`src/rtl/uart_receiver_pkg.sv`:
```
// Shared UART definitions: frame geometry, receiver FSM encoding,
// and the parity rule used by both the transmitter and the receiver.
package uart_receiver_pkg;

    localparam int UART_DATA_BITS  = 8;
    localparam int UART_FRAME_BITS = 11;

    typedef enum logic [2:0] {
        IDLE   = 3'd0,
        START  = 3'd1,
        DATA   = 3'd2,
        PARITY = 3'd3,
        STOP   = 3'd4
    } state_t;

    // Even parity: the parity bit equals the XOR of the data bits.
    function automatic logic even_parity(input logic [UART_DATA_BITS-1:0] d);
        return ^d;
    endfunction

endpackage

```
`src/rtl/uart_rx_sampler.sv`:
```
// UART receive front end: input synchroniser, bit-time tick counter
// and the mid-bit sampling strobe.
module uart_rx_sampler #(
    parameter int CLKS_PER_BIT = 5208,
    parameter int SYNC_STAGES  = 2
) (
    input  logic clock,
    input  logic reset,
    input  logic data_in,
    input  logic restart,
    output logic rx,
    output logic fall,
    output logic mid
);

    localparam int CW = $clog2(CLKS_PER_BIT);
    localparam logic [CW-1:0] LAST = CW'(CLKS_PER_BIT - 1);
    localparam logic [CW-1:0] HALF = CW'(CLKS_PER_BIT / 2);

    logic [SYNC_STAGES-1:0] sync;
    logic [CW-1:0]          count;

    // Synchroniser chain, preset to the idle (high) line level.
    always_ff @(posedge clock or negedge reset) begin
        if (!reset) begin
            sync <= '1;
        end else begin
            sync <= {sync[SYNC_STAGES-2:0], data_in};
        end
    end

    // Bit-time counter, held at zero while the FSM waits for a start edge.
    always_ff @(posedge clock or negedge reset) begin
        if (!reset) begin
            count <= '0;
        end else if (restart || count == LAST) begin
            count <= '0;
        end else begin
            count <= count + 1'b1;
        end
    end

    assign rx   = sync[SYNC_STAGES-1];
    // The falling edge is spotted one stage early so that the FSM enters
    // START on the same edge that rx itself goes low.
    assign fall = rx & ~sync[SYNC_STAGES-2];
    assign mid  = (count == HALF);

endmodule

```
`src/rtl/uart_receiver.sv`:
```
// UART receiver: frame FSM, shift register and one-entry holding
// register with parity, framing and overrun reporting.
module uart_receiver
    import uart_receiver_pkg::*;
#(
    parameter int CLKS_PER_BIT = 5208,
    parameter int SYNC_STAGES  = 2
) (
    input  logic                      clock,
    input  logic                      reset,
    input  logic                      data_in,
    input  logic                      read,
    output logic [UART_DATA_BITS-1:0] data_out,
    output logic                      valid,
    output logic                      hold,
    output logic                      parity_error,
    output logic                      framing_error,
    output logic                      overrun
);

    state_t                    state;
    logic [2:0]                bit_idx;
    logic [UART_DATA_BITS-1:0] shreg;
    logic                      p_bit;
    logic                      rx;
    logic                      fall;
    logic                      mid;
    logic                      restart;
    logic                      done;

    assign restart = (state == IDLE);
    assign done    = (state == STOP) && mid;
    assign hold    = valid;

    uart_rx_sampler #(
        .CLKS_PER_BIT (CLKS_PER_BIT),
        .SYNC_STAGES  (SYNC_STAGES)
    ) u_sampler (
        .clock   (clock),
        .reset   (reset),
        .data_in (data_in),
        .restart (restart),
        .rx      (rx),
        .fall    (fall),
        .mid     (mid)
    );

    // Frame sequencer: walks start, data, parity and stop bits at each mid-sample.
    always_ff @(posedge clock or negedge reset) begin
        if (!reset) begin
            state   <= IDLE;
            bit_idx <= '0;
            shreg   <= '0;
            p_bit   <= 1'b0;
        end else begin
            unique case (state)
                IDLE: begin
                    if (fall) begin
                        state <= START;
                    end
                end
                START: begin
                    if (mid) begin
                        if (rx) begin
                            state <= IDLE;
                        end else begin
                            state   <= DATA;
                            bit_idx <= '0;
                        end
                    end
                end
                DATA: begin
                    if (mid) begin
                        shreg <= {rx, shreg[UART_DATA_BITS-1:1]};
                        if (bit_idx == 3'(UART_DATA_BITS - 1)) begin
                            state <= PARITY;
                        end else begin
                            bit_idx <= bit_idx + 1'b1;
                        end
                    end
                end
                PARITY: begin
                    if (mid) begin
                        p_bit <= rx;
                        state <= STOP;
                    end
                end
                STOP: begin
                    if (mid) begin
                        state <= IDLE;
                    end
                end
                default: state <= IDLE;
            endcase
        end
    end

    // Holding register: a same-edge read frees the slot for the new byte.
    always_ff @(posedge clock or negedge reset) begin
        if (!reset) begin
            data_out      <= '0;
            valid         <= 1'b0;
            parity_error  <= 1'b0;
            framing_error <= 1'b0;
            overrun       <= 1'b0;
        end else if (done && (!valid || read)) begin
            data_out      <= shreg;
            parity_error  <= even_parity(shreg) != p_bit;
            framing_error <= ~rx;
            valid         <= 1'b1;
        end else if (done) begin
            overrun <= 1'b1;
        end else if (read && valid) begin
            valid <= 1'b0;
        end
    end

endmodule

```
`config.mk`:
```
export PLATFORM = sky130hd
export DESIGN_NAME = uart_receiver
export DESIGN_NICKNAME = d
export VERILOG_FILES = /design/src/rtl/uart_receiver_pkg.sv /design/src/rtl/uart_rx_sampler.sv /design/src/rtl/uart_receiver.sv
export SDC_FILE = /design/constraint.sdc
export NUM_CORES = 1
export LEC_CHECK = 0
export ABC_AREA = 1
export CAP_MARGIN = 20
export CORE_ASPECT_RATIO = 2
export CORE_MARGIN = 2
export CORE_UTILIZATION = 40
export CTS_CLUSTER_DIAMETER = 80
export DETAILED_ROUTE_END_ITERATION = 8
export HOLD_SLACK_MARGIN = 0.02
export PLACE_DENSITY = 0.62
export SETUP_SLACK_MARGIN = 0.15
export SLEW_MARGIN = 40
export SYNTH_ARGS = -nofsm -noshare
export SYNTH_HDL_FRONTEND = slang
export SYNTH_SLANG_ARGS = --single-unit
```
`constraint.sdc`:
```
create_clock -name clock -period 1.3 [get_ports clock]
set_input_delay 0.26 -clock clock [delete_from_list [all_inputs] [get_ports clock]]
set_output_delay 0.26 -clock clock [all_outputs]
set_load 0.01 [all_outputs]
```
After elaboration in Yosys (flattened, before gate mapping)
Index checks and enable logic that the tools add are counted.
- register bits after elaboration: 42
- input port bits: 4
- output and inout bits: 13
- word-level logic and storage cells: 67
- add/sub/neg operators: 2
- equal/unequal tests: 17
- mux-type cells: 17
- bitwise operators: 4
- reductions and logical operators: 16
- operator list (operator ; number):
    3-bit 2-to-1 mux ; 10
    2-bit inequality test (second input constant) ; 8
    3-bit case mux with 5 select lines ; 1
    13-bit by 1-bit adder with 13-bit output (second input constant) ; 1
    13-bit by 12-bit equality test with 1-bit output (second input constant) ; 1
    13-bit equality test (second input constant) ; 1
    13-bit 2-to-1 mux ; 1
    2-bit AND reduction ; 4
    8-bit XOR reduction ; 1
    3-bit by 2-bit equality test with 1-bit output (second input constant) ; 2
    3-bit equality test (second input constant) ; 2
    3-bit case mux with 2 select lines ; 1
    6-bit AND reduction ; 1
    5-bit AND reduction ; 1
    2-bit nonzero test ; 2
    3-bit by 1-bit adder with 3-bit output (second input constant) ; 1
    3-bit by 1-bit equality test with 1-bit output (second input constant) ; 1
    1-bit logical AND ; 3
    3-bit zero test ; 1
    1-bit 2-to-1 mux ; 3
    1-bit NOT ; 3
    1-bit logical OR ; 2
    2-bit 2-to-1 mux ; 1
    2-bit by 1-bit inequality test with 1-bit output (second input constant) ; 1
    3 further kinds ; 3

Logic depth before layout (Yosys ltp)
- word-level depth: 5
- depth in mapped cells: 10
- depth with buffers taken out: 9

Modules after synthesis
A second synthesis with hierarchy kept.
- cells, all modules: 268
- area, all modules: 2135.8 µm²
- modules (own cells, without submodules) (module ; instances ; cells an instance ; area each (µm²) ; seq. area each (µm²)):
    uart_receiver ; 1 ; 159 ; 1317.5 ; 675.6
    uart_rx_sampler ; 1 ; 109 ; 818.3 ; 377.9

Worst setup path after synthesis
Ideal clock, no wire load.
- path type: register -> register
- from: register u_sampler.count[0]
- to: register shreg[3]
- library setup time: 0.118 ns
- arrival time: 1.299 ns
- data required time: 1.182 ns
- slack: -0.118 ns
- cell stages (with the launch flop): 11
- path buffers: 1
- clock period less this slack: 1.418 ns
- path through: dfrtp_1 -> inv_1 -> ha_1 -> nand2_1 -> nor3_1 -> nand2_2 -> clkinv_2 -> nand2_4 -> buf_6 -> nand2_2 -> o21ai_2
- word-level cells in the longest chain between the ends: 2
- ends and longest elaborated chain (item ; RTL line ; RTL):
    start: declaration ; uart_rx_sampler.sv:21 ; logic [CW-1:0] count;
    start signal: assignment ; uart_rx_sampler.sv:39 ; count <= count + 1'b1;
    13-bit by 12-bit equality test with 1-bit output ; uart_rx_sampler.sv:47 ; assign mid = (count == HALF);
    2-bit AND reduction (no source line) ; n/a ;
    end signal: assignment ; uart_receiver.sv:74 ; shreg <= {rx, shreg[UART_DATA_BITS-1:1]};
    end: declaration ; uart_receiver.sv:23 ; logic [UART_DATA_BITS-1:0] shreg;
Every way passes these cells.
A chain may end at the register's enable or synchronous reset.

Worst setup path after layout
- from: register u_sampler.count[0]
- to: register bit_idx[2]
- word-level cells in the longest chain between the ends: 3
- elaborated cells on any way between the ends: 4
- those cells by class: 3 x eq/ne; 1 x reduce/logical
- ends and longest elaborated chain (item ; RTL line ; RTL):
    13-bit by 12-bit equality test with 1-bit output * ; uart_rx_sampler.sv:47 ;
    2-bit inequality test (no source line) ; n/a ;
    5-bit AND reduction (no source line) * ; n/a ;
    end signal: assignment ; uart_receiver.sv:78 ; bit_idx <= bit_idx + 1'b1;
    end: declaration ; uart_receiver.sv:22 ; logic [2:0] bit_idx;
Mark *: on every way between the ends. The rest lies on a longest branch, timed or not.

==> flow_summary.ini <==
[power]
pwr-share-seq = 0.455
powerDensity_mw_per_mm2 = 1100
p_int_mw = 2.22
swShare = 0.317
p_total_mw = 3.25
p_leak_nw = 1.47
ir_drop_mv = 0.907
pwr-share-comb = 0.274
clkPwrFrac = 0.271
power_switching_mw = 1.03

[clock_tree]
clk_latency_ps = 310
numClockSinks = 42
tritoncts = built
cts_max_level = 2
cts_buffers = 5
clockBufferDepth = 2
cts-root-buf = clkbuf_8
clk_pin_slew_ps = 80

[setup_path]
end_kind = register
cp.arrival_ps = 1690
ff2ff_setup_slack_ps = -190
path_cells = inv_2, ha_4, nand2_2, nor3_2, nand2_2, clkinv_4, nand3_4, nand2_2, o21ai_2
required_ps = 1500
r2r-end = bit_idx[2]
cpMostUsedCell = nand2_2
cp_max_fo = 7
critPathKind = reg2reg
cpPeakStageDelay_ps = 410
critPathLaunchType = register
cp_slowest_cell = dfrtp_1
rr_worst_depth = 9
worst_r2r_startpoint = u_sampler.count[0]

[synth]
ys_seq_area_frac = 0.487
synth.distinct_cells = 31
synth_warnings = 0
ys_ff_latch = 42
yosys.area.top_type = dfrtp_1
synth_fp_nets = 285
synth_top_area_frac = 0.463
syn_area_mm2 = 0.00216
synth_cells = 277
synth.avg_cell_area_um2 = 7.81
synthTopCellsByArea = dfrtp_1 46%, nand2_1 16%, inv_1 5.2%

[grt]
antenna_found_initial = 0
grt_pass1_vias = 1994
grt_remaining_overflow = 0
grt_pass1_wl_um = 8650
grt_max_degree = 43
grtUsageTotal = 0.190

[sta]
timing.final.crit_share = 1.15
max_slew_margin = 0.731
slew_violations = 0
finalSetupTns_ps = -5060
whs_ps = 360
clock_skew_ps = 7.39
setup_ws_ps = -191
timing.fmax_ghz = 0.671
rsz0062_at_grt = yes
final-setup-viol-count = 37
finalCriticalPeriod_ps = 1490
worst_slew_pin_slew_ps = 399
hold_violations = 0

[die]
rows = 37
fp.dieW_um = 56
num_io_pins = 17
die_h_um = 108
start_util = 0.417
die_area_mm2 = 0.00605
coreArea_mm2 = 0.00518

[final_layout]
antenna_cells = 0
final_cells = 404
postLayoutCoreUtil = 0.571
syn2layout_area_growth_pct = 36.8
final_cell_area_mm2 = 0.00296
final_nets = 353
drive_gt1_frac = 0.358

[placement]
pre_cts_ws_ps = -136
placed_cell_area_mm2 = 0.00270
dp_hpwl_um = 3760
io_buffer_count = 16
gp_congestion = 0.808
dp.cells = 383

[drt]
drt-initial-drc-count = 26
top_layer = met4
m1WireLength_um = 1670
route.detailed.drc = 0
wl_per_cell_um = 12.7
vias = 1960
wl_met2_um = 3130
wl_um = 5110
via_per_inst = 4.85
first_pass_iters = 4
wl_met3_um = 126
ant_nets = 0

[flow_run]
maxCapViolations = 0

[worst_hold_path]
hold_start = data_in
whs_path_depth = 1
min_to = u_sampler.sync[0]
hold_class = in2reg

[status]
outcome = finished, violations left
violations = setup timing
-- cell type report --
| class | count | area [um^2] |
|---|---|---|
| clock buffers | 7 | 86.3 |
| clock inverters | 1 | 5.00 |
| fillers | 493 | 2230 |
| inverters | 37 | 149 |
| multi-input cells | 195 | 1110 |
| flip-flops and latches | 42 | 1050 |
| well taps | 58 | 72.6 |
| repair buffers | 64 | 485 |
-- worst max-delay path, delay by kind of cell, from the launching register on --
| family | cells | cell delay, ps |
|---|---|---|
| simple gates | 5 | 550 |
| flops | 1 | 410 |
| buf+inv | 2 | 220 |
| fa+ha+maj | 1 | 150 |
| compound gates | 1 | 50 |
-- registers in the layout (all words and copies together) (netlist names) --
register         count
shreg                8
u_sampler.sync       2
p_bit                1
framing_error        1
hold                 1
state                3
overrun              1
u_sampler.count     13
bit_idx              3
data_out             8
parity_error         1
-- timing repair --
action / 4_1_cts / 5_1_grt
setup buffers: 10 / 1
endpoints found under the setup margin: 53 / 40
hold endpoints to repair: 40 / 0
gates cloned: 1 / 0
hold buffers: 1 / 0
resized for setup: 73 / 14
pin swaps: 7 / 18
-- power groups by stage --
stage | Sequential (mW) | Combinational [mW] | Clock [mW]
CTS | 1.47 | 0.870 | 0.924
global placement | 1.49 | 0.731 | 0
finish | 1.48 | 0.888 | 0.879
detailed placement | 1.49 | 0.732 | 0
global route | 1.49 | 0.982 | 0.955
floorplan | 1.48 | 0.460 | 0
-- per-layer routing --
layer	vias up	track usage
li1	994	-
met1	926	0.160
met2	27	0.389
met3	13	0.0335
met4	0	0.111
met5	-	0
-- synth_stat cells --
| cell type | instances |
|---|---|
| nand2_1 | 95 |
| dfrtp_1 | 40 |
| inv_1 | 30 |
| nor2_1 | 27 |
| nand3_1 | 18 |
| nor3_1 | 9 |
| o21ai_2 | 6 |
| inv_2 | 5 |
| o21ai_1 | 5 |
| xor2_1 | 5 |
| ha_1 | 4 |
| nand2_2 | 4 |
| nor2_2 | 4 |
| nand4_1 | 3 |
| o21ai_0 | 3 |
| a21oi_1 | 2 |
| buf_4 | 2 |
| dfstp_2 | 2 |
| and2_1 | 1 |
| buf_2 | 1 |
| buf_6 | 1 |
| clkinv_1 | 1 |
| clkinv_2 | 1 |
| nand2_4 | 1 |
| nand3_2 | 1 |
| nor3_2 | 1 |
| o211ai_1 | 1 |
| o21bai_1 | 1 |
| o22ai_1 | 1 |
| o22ai_2 | 1 |
| xnor2_1 | 1 |
-- kinds of logic after synthesis --
family,share of synthesized area
and+or+nand+nor,0.323
DFF,0.487
buffers and inverters,0.0792
AOI/OAI and AO/OA,0.0630
xor gates and xnor gates,0.0243
adders and majority gates,0.0231
-- layout by cell type, fill, tap and decap left out, types with 2 or more instances in the layout --
master / instances
dfstp_2: 2
inv_1: 28
xor2_1: 5
nand2_8: 2
buf_2: 14
dfrtp_1: 39
nor2_2: 3
o21ai_2: 7
nand2_4: 2
clkbuf_8: 6
inv_2: 5
nor2_1: 25
nand2_1: 80
nand4_1: 3
inv_4: 2
nand2_2: 17
ha_1: 2
nand3_1: 14
nor3_1: 7
buf_4: 43
a21oi_1: 2
buf_12: 2
nor2_4: 3
buf_6: 2
o21ai_1: 6
nor3_2: 3
clkdlybuf4s50_1: 2
nand3_4: 3
nand3_2: 2
-- worst max-delay path by stage --
stage | from | slack [ps] | to | cells after the start
6_report | u_sampler.count[0] | -190 | bit_idx[2] | 9
5_1_grt | u_sampler.count[1] | -280 | data_out[0] | 9
4_1_cts | u_sampler.count[0] | -150 | data_out[2] | 9
3_5_place_dp | u_sampler.count[0] | -140 | framing_error | 9
3_3_place_gp | u_sampler.count[0] | -100 | shreg[0] | 9
2_1_floorplan | u_sampler.count[0] | -40 | shreg[3] | 10
No activity file was read; power rests on OpenSTA's default activity.
